### src/rtl/instruction_mem_loader.sv
// Run-time loader for the instruction memory: assembles little-endian words from a byte
// stream, writes them sequentially and exposes the fetch-stage combinational read port.
module instruction_mem_loader #(
    parameter int unsigned numInstructions = 13
) (
    input  logic        clk,
    input  logic        reset,
    input  logic        load_start,
    input  logic        load_end,
    input  logic [7:0]  byte_in,
    input  logic        byte_valid,
    output logic        byte_ready,
    output logic        load_done,
    output logic        overflow,
    output logic [7:0]  word_count,
    input  logic [31:0] memAddress,
    output logic [31:0] instruction
);

    localparam int unsigned addrWidth = (numInstructions > 1) ? $clog2(numInstructions) : 1;
    localparam logic [7:0] fullCount = 8'(numInstructions);

    typedef enum logic [1:0] {StIdle, StLoad, StDone} stateT;

    stateT       stateQ, stateD;
    logic [7:0]  wordCountQ, wordCountD;
    logic [1:0]  byteIdxQ, byteIdxD;
    logic [31:0] asmQ, asmD;
    logic        overflowQ, overflowD;

    logic [31:0] mem [numInstructions];

    logic                 memWe;
    logic [addrWidth-1:0] memWaddr;
    logic [31:0]          memWdata;
    logic                 accept;
    logic [31:0]          asmNext;
    logic [7:0]           wordCountInc;
    logic [29:0]          readIdx;

    assign byte_ready   = (stateQ == StLoad);
    assign load_done    = (stateQ == StDone);
    assign overflow     = overflowQ;
    assign word_count   = wordCountQ;
    assign accept       = byte_valid && (stateQ == StLoad);
    assign wordCountInc = wordCountQ + 8'd1;

    always_comb begin
        stateD     = stateQ;
        wordCountD = wordCountQ;
        byteIdxD   = byteIdxQ;
        asmD       = asmQ;
        overflowD  = overflowQ;
        memWe      = 1'b0;
        memWaddr   = wordCountQ[addrWidth-1:0];
        memWdata   = asmQ;
        asmNext    = asmQ;
        if (accept) begin
            asmNext[{byteIdxQ, 3'b000} +: 8] = byte_in;
        end

        unique case (stateQ)
            StIdle: begin
                if (load_start) begin
                    stateD     = StLoad;
                    wordCountD = '0;
                    byteIdxD   = '0;
                    asmD       = '0;
                    overflowD  = 1'b0;
                end
            end
            StLoad: begin
                if (load_start) begin
                    // Restart at word 0; previously written words stay in the array.
                    wordCountD = '0;
                    byteIdxD   = '0;
                    asmD       = '0;
                    overflowD  = 1'b0;
                end else if (accept && (byteIdxQ == 2'd3)) begin
                    memWe      = 1'b1;
                    memWdata   = asmNext;
                    wordCountD = wordCountInc;
                    byteIdxD   = '0;
                    asmD       = '0;
                    if ((wordCountInc == fullCount) || load_end) begin
                        stateD = StDone;
                    end
                end else if (load_end) begin
                    // Flush a partial word; asmQ high bytes are still zero.
                    if (accept || (byteIdxQ != 2'd0)) begin
                        memWe      = 1'b1;
                        memWdata   = asmNext;
                        wordCountD = wordCountInc;
                    end
                    byteIdxD = '0;
                    asmD     = '0;
                    stateD   = StDone;
                end else if (accept) begin
                    asmD     = asmNext;
                    byteIdxD = byteIdxQ + 2'd1;
                end
            end
            StDone: begin
                if (load_start) begin
                    stateD     = StLoad;
                    wordCountD = '0;
                    byteIdxD   = '0;
                    asmD       = '0;
                    overflowD  = 1'b0;
                end else if (byte_valid && (wordCountQ == fullCount)) begin
                    overflowD = 1'b1;
                end
            end
            default: stateD = StIdle;
        endcase
    end

    always_ff @(posedge clk or posedge reset) begin
        if (reset) begin
            stateQ     <= StIdle;
            wordCountQ <= '0;
            byteIdxQ   <= '0;
            asmQ       <= '0;
            overflowQ  <= 1'b0;
        end else begin
            stateQ     <= stateD;
            wordCountQ <= wordCountD;
            byteIdxQ   <= byteIdxD;
            asmQ       <= asmD;
            overflowQ  <= overflowD;
        end
    end

    always_ff @(posedge clk or posedge reset) begin
        if (reset) begin
            for (int i = 0; i < int'(numInstructions); i++) begin
                mem[i] <= '0;
            end
        end else if (memWe) begin
            mem[memWaddr] <= memWdata;
        end
    end

    assign readIdx = memAddress[31:2];

    always_comb begin
        instruction = '0;
        if ({2'b00, readIdx} < numInstructions) begin
            instruction = mem[readIdx[addrWidth-1:0]];
        end
    end

endmodule

### config.mk
export PLATFORM = sky130hd
export DESIGN_NAME = instruction_mem_loader
export DESIGN_NICKNAME = d
export VERILOG_FILES = /design/src/rtl/instruction_mem_loader.sv
export SDC_FILE = /design/constraint.sdc
export NUM_CORES = 1
export LEC_CHECK = 0
export BUFFER_PORTS_ARGS = -buffer_cell sky130_fd_sc_hd__buf_2
export CAP_MARGIN = 20
export CORE_UTILIZATION = 34
export DETAILED_ROUTE_END_ITERATION = 8
export GPL_TIMING_DRIVEN = 0
export PLACE_DENSITY = 0.5
export SETUP_SLACK_MARGIN = 0.2
export SLEW_MARGIN = 25
export SYNTH_ARGS = -nofsm -noshare
export SYNTH_HDL_FRONTEND = slang
export SYNTH_SLANG_ARGS = --single-unit
### constraint.sdc
create_clock -name clk -period 14.85 [get_ports clk]
set_input_delay 0.7425 -clock clk [delete_from_list [all_inputs] [get_ports clk]]
set_output_delay 0.7425 -clock clk [all_outputs]
set_load 0.02 [all_outputs]
* Word level (Yosys, flattened, before mapping)
Cells that the tools add are included.
** Cells by class
- $add $sub $neg :: 3
- Order comparisons :: 4
- Eq/ne operators :: 14
- Shift operators :: 2
- Mux-type cells :: 47
- Bitwise logic cells :: 2
- Reduce and logical (&&, ||, !) cells :: 16
** Operators with widths (count)
- two-way mux 32 bit :: 15
- bitwise mux 416 bit :: 1
- binary-select mux 32 bit (select 4 bit) :: 1
- demux 32 bit (select 4 bit) :: 1
- case mux 32 bit (2 select lines) :: 1
- two-way mux 8 bit :: 5
- bitwise mux 32 bit :: 1
- variable shift 8 x 7 -> 32 bit, first input constant :: 1
- variable part select 8 x 7 -> 32 bit :: 1
- < comparator 30 x 4 -> 1 bit, second input constant :: 1
- two-way mux 2 bit :: 10
- equality test 8 x 4 -> 1 bit, second input constant :: 2
- case mux 8 bit (2 select lines) :: 1
- >= comparator 5 bit, second input constant :: 2
- NOT 4 -> 5 bit :: 2
- != test 3 x 2 -> 1 bit, second input constant :: 3
- adder 8 x 1 -> 8 bit, second input constant :: 1
- two-way mux 1 bit :: 8
- case mux 2 bit (2 select lines) :: 2
- AND reduction 4 bit :: 2
- negator 5 -> 7 bit :: 1
- AND reduction 3 bit :: 2
- nonzero test 2 bit :: 3
- < comparator 5 x 1 -> 1 bit, second input constant :: 1
- 13 further kinds :: 20
** Word-level totals
- Flip-flop bits (word level) :: 461
- Bits of input ports :: 45
- Output and inout bits :: 43
- Logic and storage cells :: 106

* Longest topological paths before layout
Gate-level depths: netlist (run 1).
- Word-level depth :: 10
- Mapped depth :: 9
- Mapped depth without buffers :: 6

* Worst setup path after synthesis (run 1)
Ideal clock, no wire load.
- Kind :: input port to output port
- From :: in memAddress[2]
- To :: out instruction[10]
- Arrival time :: 2.274 ns
- Data required time :: 14.107 ns
- Slack :: 11.834 ns
- Stages on the path :: 4
- Buffers on the path :: 1
- Cells stage by stage :: buf_1 > mux4_2 > a221oi_1 > a21oi_1
** Between the ends
- Longest elaborated chain between the ends :: 5
- Elaborated cells on any way between the ends :: 6
- Classes of those cells :: order compare (1); mux (4); bitwise (1)
** RTL lines
- from (decl) :: line 16 : input logic [31:0] memAddress,
- branches (longest 4 deep; another with < comparator 30 x 4 -> 1 bit)
- two-way mux 32 bit (*) :: line 148 : if ({2'b00, readIdx} < numInstructions) begin
- to (decl) :: line 17 : output logic [31:0] instruction
Mark *: on every way between the ends. The select of a mux whose other input is x is not followed.

* Worst setup path in the final report (run 1)
- From :: in memAddress[3]
- To :: out instruction[9]
Same word-level chain as after synthesis.

==> results.json, run 1 <==
{
  "status": "complete, no violations",
  "holdCritPathClass": "in2async",
  "cts_tree": "yes",
  "seqCellArea_sq_um": 11500,
  "fin_setup_tns_ns": 0,
  "drive_above_1_share_pct": 14.9,
  "yosys_most_used_dff": "dfrtp_1",
  "multi_input_area_sq_um": 8590,
  "ys_seq_elements": 461,
  "synth.distinct_cells": 54,
  "grt_pass1_wl_microns": 99200,
  "cp_max_fo": 10,
  "grt_pass1_vias": 15900,
  "fillCellCount": 6035,
  "clock.fmax_mhz": 228,
  "cts_inserted_buffers": 53,
  "crit_arrival_ns": 3.65,
  "h-tree-depth": 2,
  "syn_nets": 2029,
  "vias": 15800,
  "drt_wl_total_microns": 64300,
  "clkLatencyLatePin_ns": 0.61,
  "power_density_nw_per_um2": 120,
  "start_util_pct": 34.3,
  "root_buffer": "clkbuf_16",
  "cts.repair.resized": 0,
  "numClockSinks": 461,
  "post-place-ws_ns": 10.43,
  "slew_viol_final": 0,
  "wl_per_cell_microns": 21.5,
  "finish.utilization_pct": 39.7,
  "tightest_slew_ns": 1.00,
  "yosysWarnings": 0,
  "place_hpwl_microns": 46200,
  "top_level_ports": 88,
  "cts_buffer_depth": 3,
  "total_power_uw": 2940,
  "cp-end-kind": "output pin",
  "netlist_area_sq_um": 21100,
  "worstSetupPathType": "in2out",
  "synth-edff-count": 0,
  "maxSlewHeadroom_pct": 31.2,
  "dr.pass1.iters": 7,
  "path_clk_slew_ns": 0.06,
  "grt_usage_pct": 20.7,
  "io_buffers": 85,
  "antenna_found_initial": 0,
  "synthArstFlopShare_pct": 100,
  "ys_seq_area_share_pct": 54.6,
  "finish.net_count": 2175,
  "worst_slack_ns": 10.46,
  "core_sq_um": 61600,
  "syn_avg_cell_area_sq_um": 10.7,
  "p_leak_uw": 0.0114,
  "dpl.cell_count": 2901,
  "grt_max_degree": 93,
  "syn-instance-count": 1974,
  "vdd_drop_max_mv": 0.0790,
  "fin_skew_ns": 0.0230,
  "place_congestion": 0.863,
  "fp.dieArea_sq_um": 63100,
  "hold_violations": 0,
  "drt_iter0_markers": 1305,
  "fp-row-count": 91,
  "die_h_microns": 251,
  "post_cts_buffers": 0,
  "finalCriticalPeriod_ns": 4.39,
  "syn_to_final_growth_pct": 15.7,
  "cp.required_ns": 14.11,
  "final_antenna_net_count": 0,
  "start_kind": "primary input",
  "rsz0062_at_grt": "no",
  "postCtsHoldBufs": 0,
  "grt.overflow.total": 0,
  "finalSetupViolations": 0,
  "max_cap_viol_count": 0,
  "fin_cells": 2999,
  "die_w_microns": 251,
  "period_share_pct": 29.6,
  "routed_via_density": 5.28,
  "drc_errors": 0
}
## critical path, cell delays in order
cell      delay, ns
buf_2          0.14
clkbuf_1       0.64
clkbuf_1       0.78
mux2i_1        0.45
o22ai_1        0.12
a221oi_1       0.33
a21oi_1        0.21
buf_2          0.21
## sequential cells by signal (all words and copies together), names as in the netlist
signal / flops
asmQ: 32
byteIdxQ: 2
mem: 416
overflow: 1
stateQ: 2
word_count: 8
## through the flow
stage | hold WS [ns] | cell area [sq um]
final | 0.252 | 24400
after global placement | 0.461 | 22600
after global routing | 0.314 | 24400
after floorplan | 0.445 | 21100
after CTS | 0.262 | 24400
after detailed placement | 0.469 | 22800
## path summary, 6_finish.rpt
path	start	to	slack, ns	cells after the start
worst max-delay path	memAddress[3]	instruction[9]	10.46	8
worst min-delay path	reset	mem[34]	0.25	2
worst max register to register	byteIdxQ[0]	mem[341]	11.48	9
worst min register to register	mem[216]	mem[216]	0.48	2
max in group asynchronous	reset	asmQ[11]	13.21	4
min in group clk	load_start	overflow	0.47	2
## cells by family (layout without fill, tap and decap cells)
logic type | Yosys count | count (layout) | synth area share, %
DFF | 461 | 461 | 54.6
AOI/OAI and AO/OA | 534 | 534 | 15.2
muxes | 219 | 219 | 14.2
buffers and inverters | 243 | 428 | 4.82
xor gates and xnor gates | 3 | 3 | 0.124
and+or+nand+nor | 504 | 504 | 10.5
adders and majority gates | 10 | 10 | 0.592
other | 0 | 3 | 0
## power breakdown
group          switching, uW  internal (uW)
combinational            166            122
clock                    535            724
sequential              46.9           1340
## area by class of cell
cell class / instances / area share (%)
Timing Repair Buffer: 91 / 2.33
Antenna cell: 3 / 0.0307
Clock inverter: 18 / 0.425
Buffer: 169 / 3.05
Tap cell: 837 / 4.28
Clock buffer: 76 / 6.36
Inverter: 74 / 1.17
Multi-Input combinational cell: 1270 / 35.2
Sequential cell: 461 / 47.2
## layout by cell type, fill, tap and decap left out, types with 27 or more instances in the layout
master,count
and2_1,27
o21ai_0,104
mux4_2,64
nand2_1,138
buf_2,142
mux2i_1,154
a21oi_1,294
a221oi_1,33
nor2_1,267
clkbuf_1,113
clkbuf_16,55
o22ai_1,32
dfrtp_1,461
inv_1,73
## cells in the mapped netlist, types with 5 or more instances
cell type  count  area (sq um)
a21boi_0       9          67.6
o21ai_0      104           521
mux4_2        64          1440
nand3b_1       7          52.6
a21oi_1      294          1470
a221oi_1      33           289
mux2i_1      154          1540
clkbuf_1     102           383
a22o_1        23           201
nor4_1         5          31.3
buf_6          5          56.3
inv_1         74           278
buf_2         55           275
dfrtp_1      461         11500
nand3_1        9          45.0
and3_1         8          50.1
nor2b_1       12          75.1
nand2_1      138           518
nor2_1       267          1000
a31oi_1       11          68.8
buf_1          7          26.3
ha_1          10           125
and2_1        27           169
o22ai_1       32           200
a2111oi_4      8           220
## metal layers
layer  global-route usage, %  wire length (microns)  vias to the layer above
met5                       0                      0                        -
met4                    7.16                   2000                        0
met3                    4.26                   3470                      106
met2                    32.2                  29200                      388
met1                    28.7                  29700                     8097
li1                        -                      -                     7232
(Power assumes the default switching activity.)
==> inputs of run 2 (changes only) <==
--- a/config.mk
+++ b/config.mk
@@ -5,6 +5,7 @@
 export SDC_FILE = /design/constraint.sdc
 export NUM_CORES = 1
 export LEC_CHECK = 0
+export ABC_AREA = 1
 export BUFFER_PORTS_ARGS = -buffer_cell sky130_fd_sc_hd__buf_2
 export CAP_MARGIN = 20
 export CORE_UTILIZATION = 34
==> constraint.sdc (replaced) <==
create_clock -name clk -period 4.55 [get_ports clk]
set_input_delay 0.2275 -clock clk [delete_from_list [all_inputs] [get_ports clk]]
set_output_delay 0.2275 -clock clk [all_outputs]
set_load 0.02 [all_outputs]
==> results.json, run 2 <==
{
  "status": "complete, but fails checks",
  "violations": "design-rule violations",
  "syn-instance-count": 2994,
  "final_antenna_net_count": 0,
  "crit_path_frequent_cell": "inv_1",
  "post_cts_buffers": 0,
  "clock.fmax_mhz": 301,
  "cp_max_fo": 10,
  "rsz0062_at_grt": "no",
  "path_cells": "buf_2, inv_1, ha_1, nor2_1, nand2_1, o22ai_1, inv_1, o21ai_0",
  "netlist_area_sq_um": 22800,
  "synthArstFlopShare_pct": 100,
  "syn_nets": 3049,
  "start_util_pct": 34.5,
  "cts_tree": "yes",
  "yosysWarnings": 0,
  "start_kind": "flip-flop",
  "finish.net_count": 3210,
  "seqCellArea_sq_um": 11500,
  "core_sq_um": 66000,
  "top_register": "mem",
  "top_level_ports": 88,
  "synth_commonest_cells": "nand2_1, nand3_1, dfrtp_1",
  "place_congestion": 0.921,
  "synth.distinct_cells": 36,
  "die_h_microns": 261,
  "yosysMostFrequentCell": "nand2_1",
  "drc_errors": 2,
  "layout_commonest_cell": "nand2_1",
  "period_share_pct": 73.0,
  "slew_viol_final": 0,
  "fin_area_sq_um": 26700,
  "holdCritPathClass": "in2reg",
  "yosys_most_used_dff": "dfrtp_1",
  "synthTopCellsByArea": "dfrtp_1, nand2_1, nand3_1",
  "place_hpwl_microns": 66400,
  "root_buffer": "clkbuf_16",
  "grt_usage_pct": 25.8,
  "grt_pass1_wl_microns": 132000,
  "syn_avg_cell_area_sq_um": 7.61,
  "power_density_nw_per_um2": 400,
  "drt_wl_total_microns": 86600,
  "antenna_found_initial": 0,
  "wl_per_cell_microns": 21.3,
  "cts_inserted_buffers": 54,
  "path_clk_slew_ns": 0.06,
  "drt_iter0_markers": 2213,
  "cp.required_ns": 5.08,
  "maxSlewHeadroom_pct": 29.9,
  "numClockSinks": 461,
  "crit_arrival_ns": 3.85,
  "p_leak_uw": 0.0131,
  "ys_seq_elements": 461,
  "synth_top_area_cell": "dfrtp_1",
  "fp-row-count": 94,
  "cts.repair.resized": 0,
  "synth_top_cell_area_share_pct": 50.6,
  "mostFrequentLayoutCells": "nand2_1, nand3_1, dfrtp_1, buf_2, a21oi_1",
  "postCtsHoldBufs": 3,
  "synth-edff-count": 0,
  "placed_cell_area_sq_um": 24700,
  "clkLatencyLatePin_ns": 0.62,
  "die_w_microns": 261,
  "grt_max_degree": 32,
  "dr.pass1.iters": 7,
  "largest_register_ffs": 416,
  "vias": 21500,
  "multi_input_area_sq_um": 9850,
  "finish.utilization_pct": 40.5,
  "hold_violations": 0,
  "fillCellCount": 6722,
  "vdd_drop_max_mv": 0.271,
  "routed_via_density": 5.30,
  "syn_to_final_growth_pct": 17.4,
  "tightest_slew_ns": 1.05,
  "path_delay_family": "compound AO/OA/AOI/OAI gates",
  "cp-end-kind": "flip-flop",
  "cp_num_buf_inv": 3,
  "finalSetupViolations": 0,
  "drive_above_1_share_pct": 9.97,
  "grt_pass1_vias": 20800,
  "h-tree-depth": 2,
  "worstSetupPathType": "reg2reg",
  "grt.overflow.total": 0,
  "max_cap_viol_count": 0,
  "cp_slowest_cell": "o22ai_1",
  "fin_skew_ns": 0.0184,
  "max_stage_delay_ns": 0.78,
  "fp.dieArea_sq_um": 68000,
  "io_buffers": 84,
  "ys_seq_area_share_pct": 50.6,
  "finalCriticalPeriod_ns": 3.32,
  "cts_buffer_depth": 3
}
[run 2: changes by cell type after synthesis, moves of 14 or more]
cell	before	now
nand2_1	138	1169
nand3_1	9	522
nor2_1	267	77
a21oi_1	294	121
mux2i_1	154	0
o21ai_1	3	89
mux4_2	64	0
a221oi_1	33	0
a22oi_1	1	29
and2_1	27	0
a22o_1	23	0
inv_1	74	96
buf_1	7	23
buf_2	55	69
[run 2: per-layer routing]
metal  track usage, %  vias to the layer above  routed length, microns
met1             35.6                    10500                   38100
met3             3.13                      139                    5420
met5                0                        -                       0
li1                 -                    10100                       -
met2             41.6                      786                   39900
met4             9.26                        0                    3170
[run 2: area by class of cell]
type	count	area share, %
Antenna cell	1	0.00936
Clock buffer	80	6.22
Tap cell	864	4.04
Clock inverter	21	1.35
Timing Repair Buffer	105	3.17
Sequential cell	461	43.1
Multi-Input combinational cell	2203	36.8
Inverter	112	1.59
Buffer	218	3.68
[run 2: final timing paths]
kind | to | slack (ns) | start | cells after the start
min in group asynchronous | mem[252] | 0.19 | reset | 3
max | mem[376] | 1.23 | byteIdxQ[0] | 8
max in group asynchronous | asmQ[2] | 2.78 | reset | 9
min | asmQ[20] | 0.04 | byte_in[4] | 3
max reg2reg | mem[376] | 1.23 | byteIdxQ[0] | 8
min reg2reg | mem[283] | 0.47 | mem[283] | 2
[run 2: logic make-up after synthesis]
logic type / Yosys count / synth area share (%)
compound gates: 380 / 8.91
xor+xnor: 1 / 0.0384
buf+inv: 330 / 6.16
simple gates: 1812 / 33.7
fa+ha+maj: 10 / 0.549
flops: 461 / 50.6
[run 2: report_power, final]
group	internal, uW	switching [uW]
Sequential	4240	80.9
Clock	3080	1840
Combinational	347	1100
[run 2: worst reg2reg max path, stage by stage (launching register included)]
cell,delay (ns)
dfrtp_1,0.38
buf_2,0.22
inv_1,0.15
ha_1,0.40
nor2_1,0.27
nand2_1,0.25
o22ai_1,0.78
inv_1,0.51
o21ai_0,0.29
[run 2: stage by stage]
step | std cells | setup WS (ns) | setup TNS [ns] | hold WS [ns] | total power (uW)
floorplan | 2994 | -1.92 | -883.50 | 0.424 | 5250
global placement | 3942 | -4.99 | -2268.46 | 0.454 | 5760
detailed placement | 3960 | 1.34 | 0 | 0.293 | 5820
CTS | 4064 | 1.31 | 0 | 0.00383 | 10800
global route | 4064 | 1.09 | 0 | 0.0289 | 11000
finish | 4065 | 1.23 | 0 | 0.0423 | 10700
==> inputs of run 3 (changes only) <==
--- a/config.mk
+++ b/config.mk
@@ -11,7 +11,7 @@
 export CORE_UTILIZATION = 34
 export DETAILED_ROUTE_END_ITERATION = 8
 export GPL_TIMING_DRIVEN = 0
-export PLACE_DENSITY = 0.5
+export PLACE_DENSITY = 0.52
 export SETUP_SLACK_MARGIN = 0.2
 export SLEW_MARGIN = 25
 export SYNTH_ARGS = -nofsm -noshare
==> constraint.sdc (replaced) <==
create_clock -name clk -period 2.82 [get_ports clk]
set_input_delay 0.141 -clock clk [delete_from_list [all_inputs] [get_ports clk]]
set_output_delay 0.141 -clock clk [all_outputs]
set_load 0.02 [all_outputs]
==> results.json, run 3 (synthesis gave the netlist of run 2 again) <==
{
  "fp.dieArea_sq_um": 68000,
  "top_level_ports": 88,
  "start_util_pct": 34.5,
  "drt_wl_total_microns": 86100,
  "finalCriticalPeriod_ns": 2.57,
  "path_cells": "buf_2, inv_1, clkbuf_2, clkbuf_1, a21oi_1, a22oi_1, a21oi_1, nor2_1, buf_2",
  "place_congestion": 0.940,
  "grt_pass1_vias": 20900,
  "syn_to_final_growth_pct": 18.6,
  "grt.overflow.total": 0,
  "mostFrequentLayoutCells": "nand2_1, nand3_1, dfrtp_1, buf_2, a21oi_1",
  "fin_skew_ns": 0.0225,
  "layout_commonest_cell": "nand2_1",
  "top_register": "mem",
  "finish.utilization_pct": 41.0,
  "clkLatencyLatePin_ns": 0.62,
  "io_buffers": 84,
  "fp-row-count": 94,
  "cp_num_buf_inv": 5,
  "dr.pass1.iters": 6,
  "fillCellCount": 6755,
  "max_stage_delay_ns": 0.49,
  "cp.required_ns": 2.68,
  "antenna_found_initial": 0,
  "drc_errors": 0,
  "hold_violations": 0,
  "drive_above_1_share_pct": 12.4,
  "vdd_drop_max_mv": 0.461,
  "rsz0062_at_grt": "yes",
  "holdCritPathClass": "in2async",
  "numClockSinks": 461,
  "worstSetupPathType": "in2out",
  "largest_register_ffs": 416,
  "maxSlewHeadroom_pct": 39.9,
  "finish.net_count": 3231,
  "fin_cells": 4084,
  "power_density_nw_per_um2": 619,
  "path_clk_slew_ns": 0.06,
  "vias": 21500,
  "worstReg2RegStart": "byteIdxQ[0]",
  "path_delay_family": "buffers and inverters",
  "startpoint": "memAddress[2]",
  "cp_slowest_cell": "clkbuf_1",
  "cp-end-kind": "output pin",
  "final_antenna_net_count": 0,
  "core_sq_um": 66000,
  "status": "complete, no violations",
  "die_h_microns": 261,
  "start_kind": "primary input",
  "root_buffer": "clkbuf_16",
  "cp_max_fo": 10,
  "place_hpwl_microns": 65200,
  "clock.fmax_mhz": 389,
  "die_w_microns": 261,
  "period_share_pct": 91.2,
  "max_cap_viol_count": 0,
  "routed_via_density": 5.27,
  "finalSetupViolations": 0,
  "antennaDiodeCount": 0,
  "grt_max_degree": 33,
  "dpl.cell_count": 3959,
  "slew_viol_final": 0,
  "wl_per_cell_microns": 21.1,
  "drt_iter0_markers": 2317,
  "grt_pass1_wl_microns": 130000,
  "p_leak_uw": 0.0133,
  "grt_usage_pct": 25.3,
  "cts_tree": "yes",
  "cts_inserted_buffers": 55,
  "tightest_slew_ns": 0.902,
  "cts_buffer_depth": 3,
  "h-tree-depth": 2,
  "crit_arrival_ns": 2.43
}
-- run 3: cell types whose count changed in the layout (fill, tap and decap cells not counted), moves of 9 or more --
cell / previous run / this run
clkbuf_4: 0 / 9
dlygate4sd3_1: 3 / 12
clkbuf_2: 0 / 39
buf_4: 12 / 23
clkbuf_1: 118 / 76
-- run 3: final timing paths --
kind,slack [ns],to,cells past startpoint
min,0.11,mem[313],3
min in group clk,0.47,stateQ[1],6
max in group asynchronous,1.16,asmQ[4],9
max reg2reg,0.29,mem[91],8
max,0.25,instruction[15],9
min reg2reg,0.47,mem[273],2
-- run 3: per-stage QoR --
step	total power, uW	hold WS [ns]	setup TNS [ns]	cell area (sq um)	setup slack (ns)
after floorplan	8470	0.337	-1641.15	22800	-3.56
after global placement	9290	0.455	-3009.35	24300	-6.56
after detailed placement	9370	0.200	-27.12	24700	-0.339
after CTS	16800	0.0891	0	26900	0.156
after global routing	17300	0.138	0	27000	0.198
final	16700	0.106	0	27000	0.249
-- run 3: cell type report --
| cell class | count | area, sq um | area share, % |
|---|---|---|---|
| Buffer | 218 | 1070 | 3.95 |
| Multi-Input combinational cell | 2204 | 10000 | 37.2 |
| Clock buffer | 81 | 1670 | 6.16 |
| Clock inverter | 20 | 194 | 0.718 |
| Tap cell | 864 | 1080 | 4.00 |
| Timing Repair Buffer | 124 | 1010 | 3.72 |
| Sequential cell | 461 | 11500 | 42.7 |
| Inverter | 112 | 435 | 1.61 |
-- run 3: repair_timing --
item / in CTS / in global routing
buffers inserted: 6 / 5
pin swaps: 5 / 4
resized for setup: 52 / 68
endpoints found under the setup margin: 300 / 444
gates cloned: 0 / 1
hold buffers: 12 / 0
hold endpoints to repair: 92 / 0
-- run 3: where the power goes --
part / switching [uW] / total, uW / internal (uW)
clock: 2970 / 7310 / 4340
combinational: 1830 / 2450 / 623
sequential: 131 / 6980 / 6840
-- run 3: metal layers --
metal	vias up	part of all wire (%)	track usage, %
met5	-	0	0
met4	0	3.9	9.67
met3	144	6.3	3.45
met2	762	46	40.8
met1	10500	44	34.5
li1	10100	-	-
-- run 3: worst register-to-register path, delay by kind of cell (launching register included) --
family                   cells  cell delay (ns)
buffers and inverters        3             0.62
AND/OR/NAND/NOR              2             0.44
adder cells (fa/ha/maj)      1             0.34
AO/OA/AOI/OAI                2             0.66
flip-flops                   1             0.40
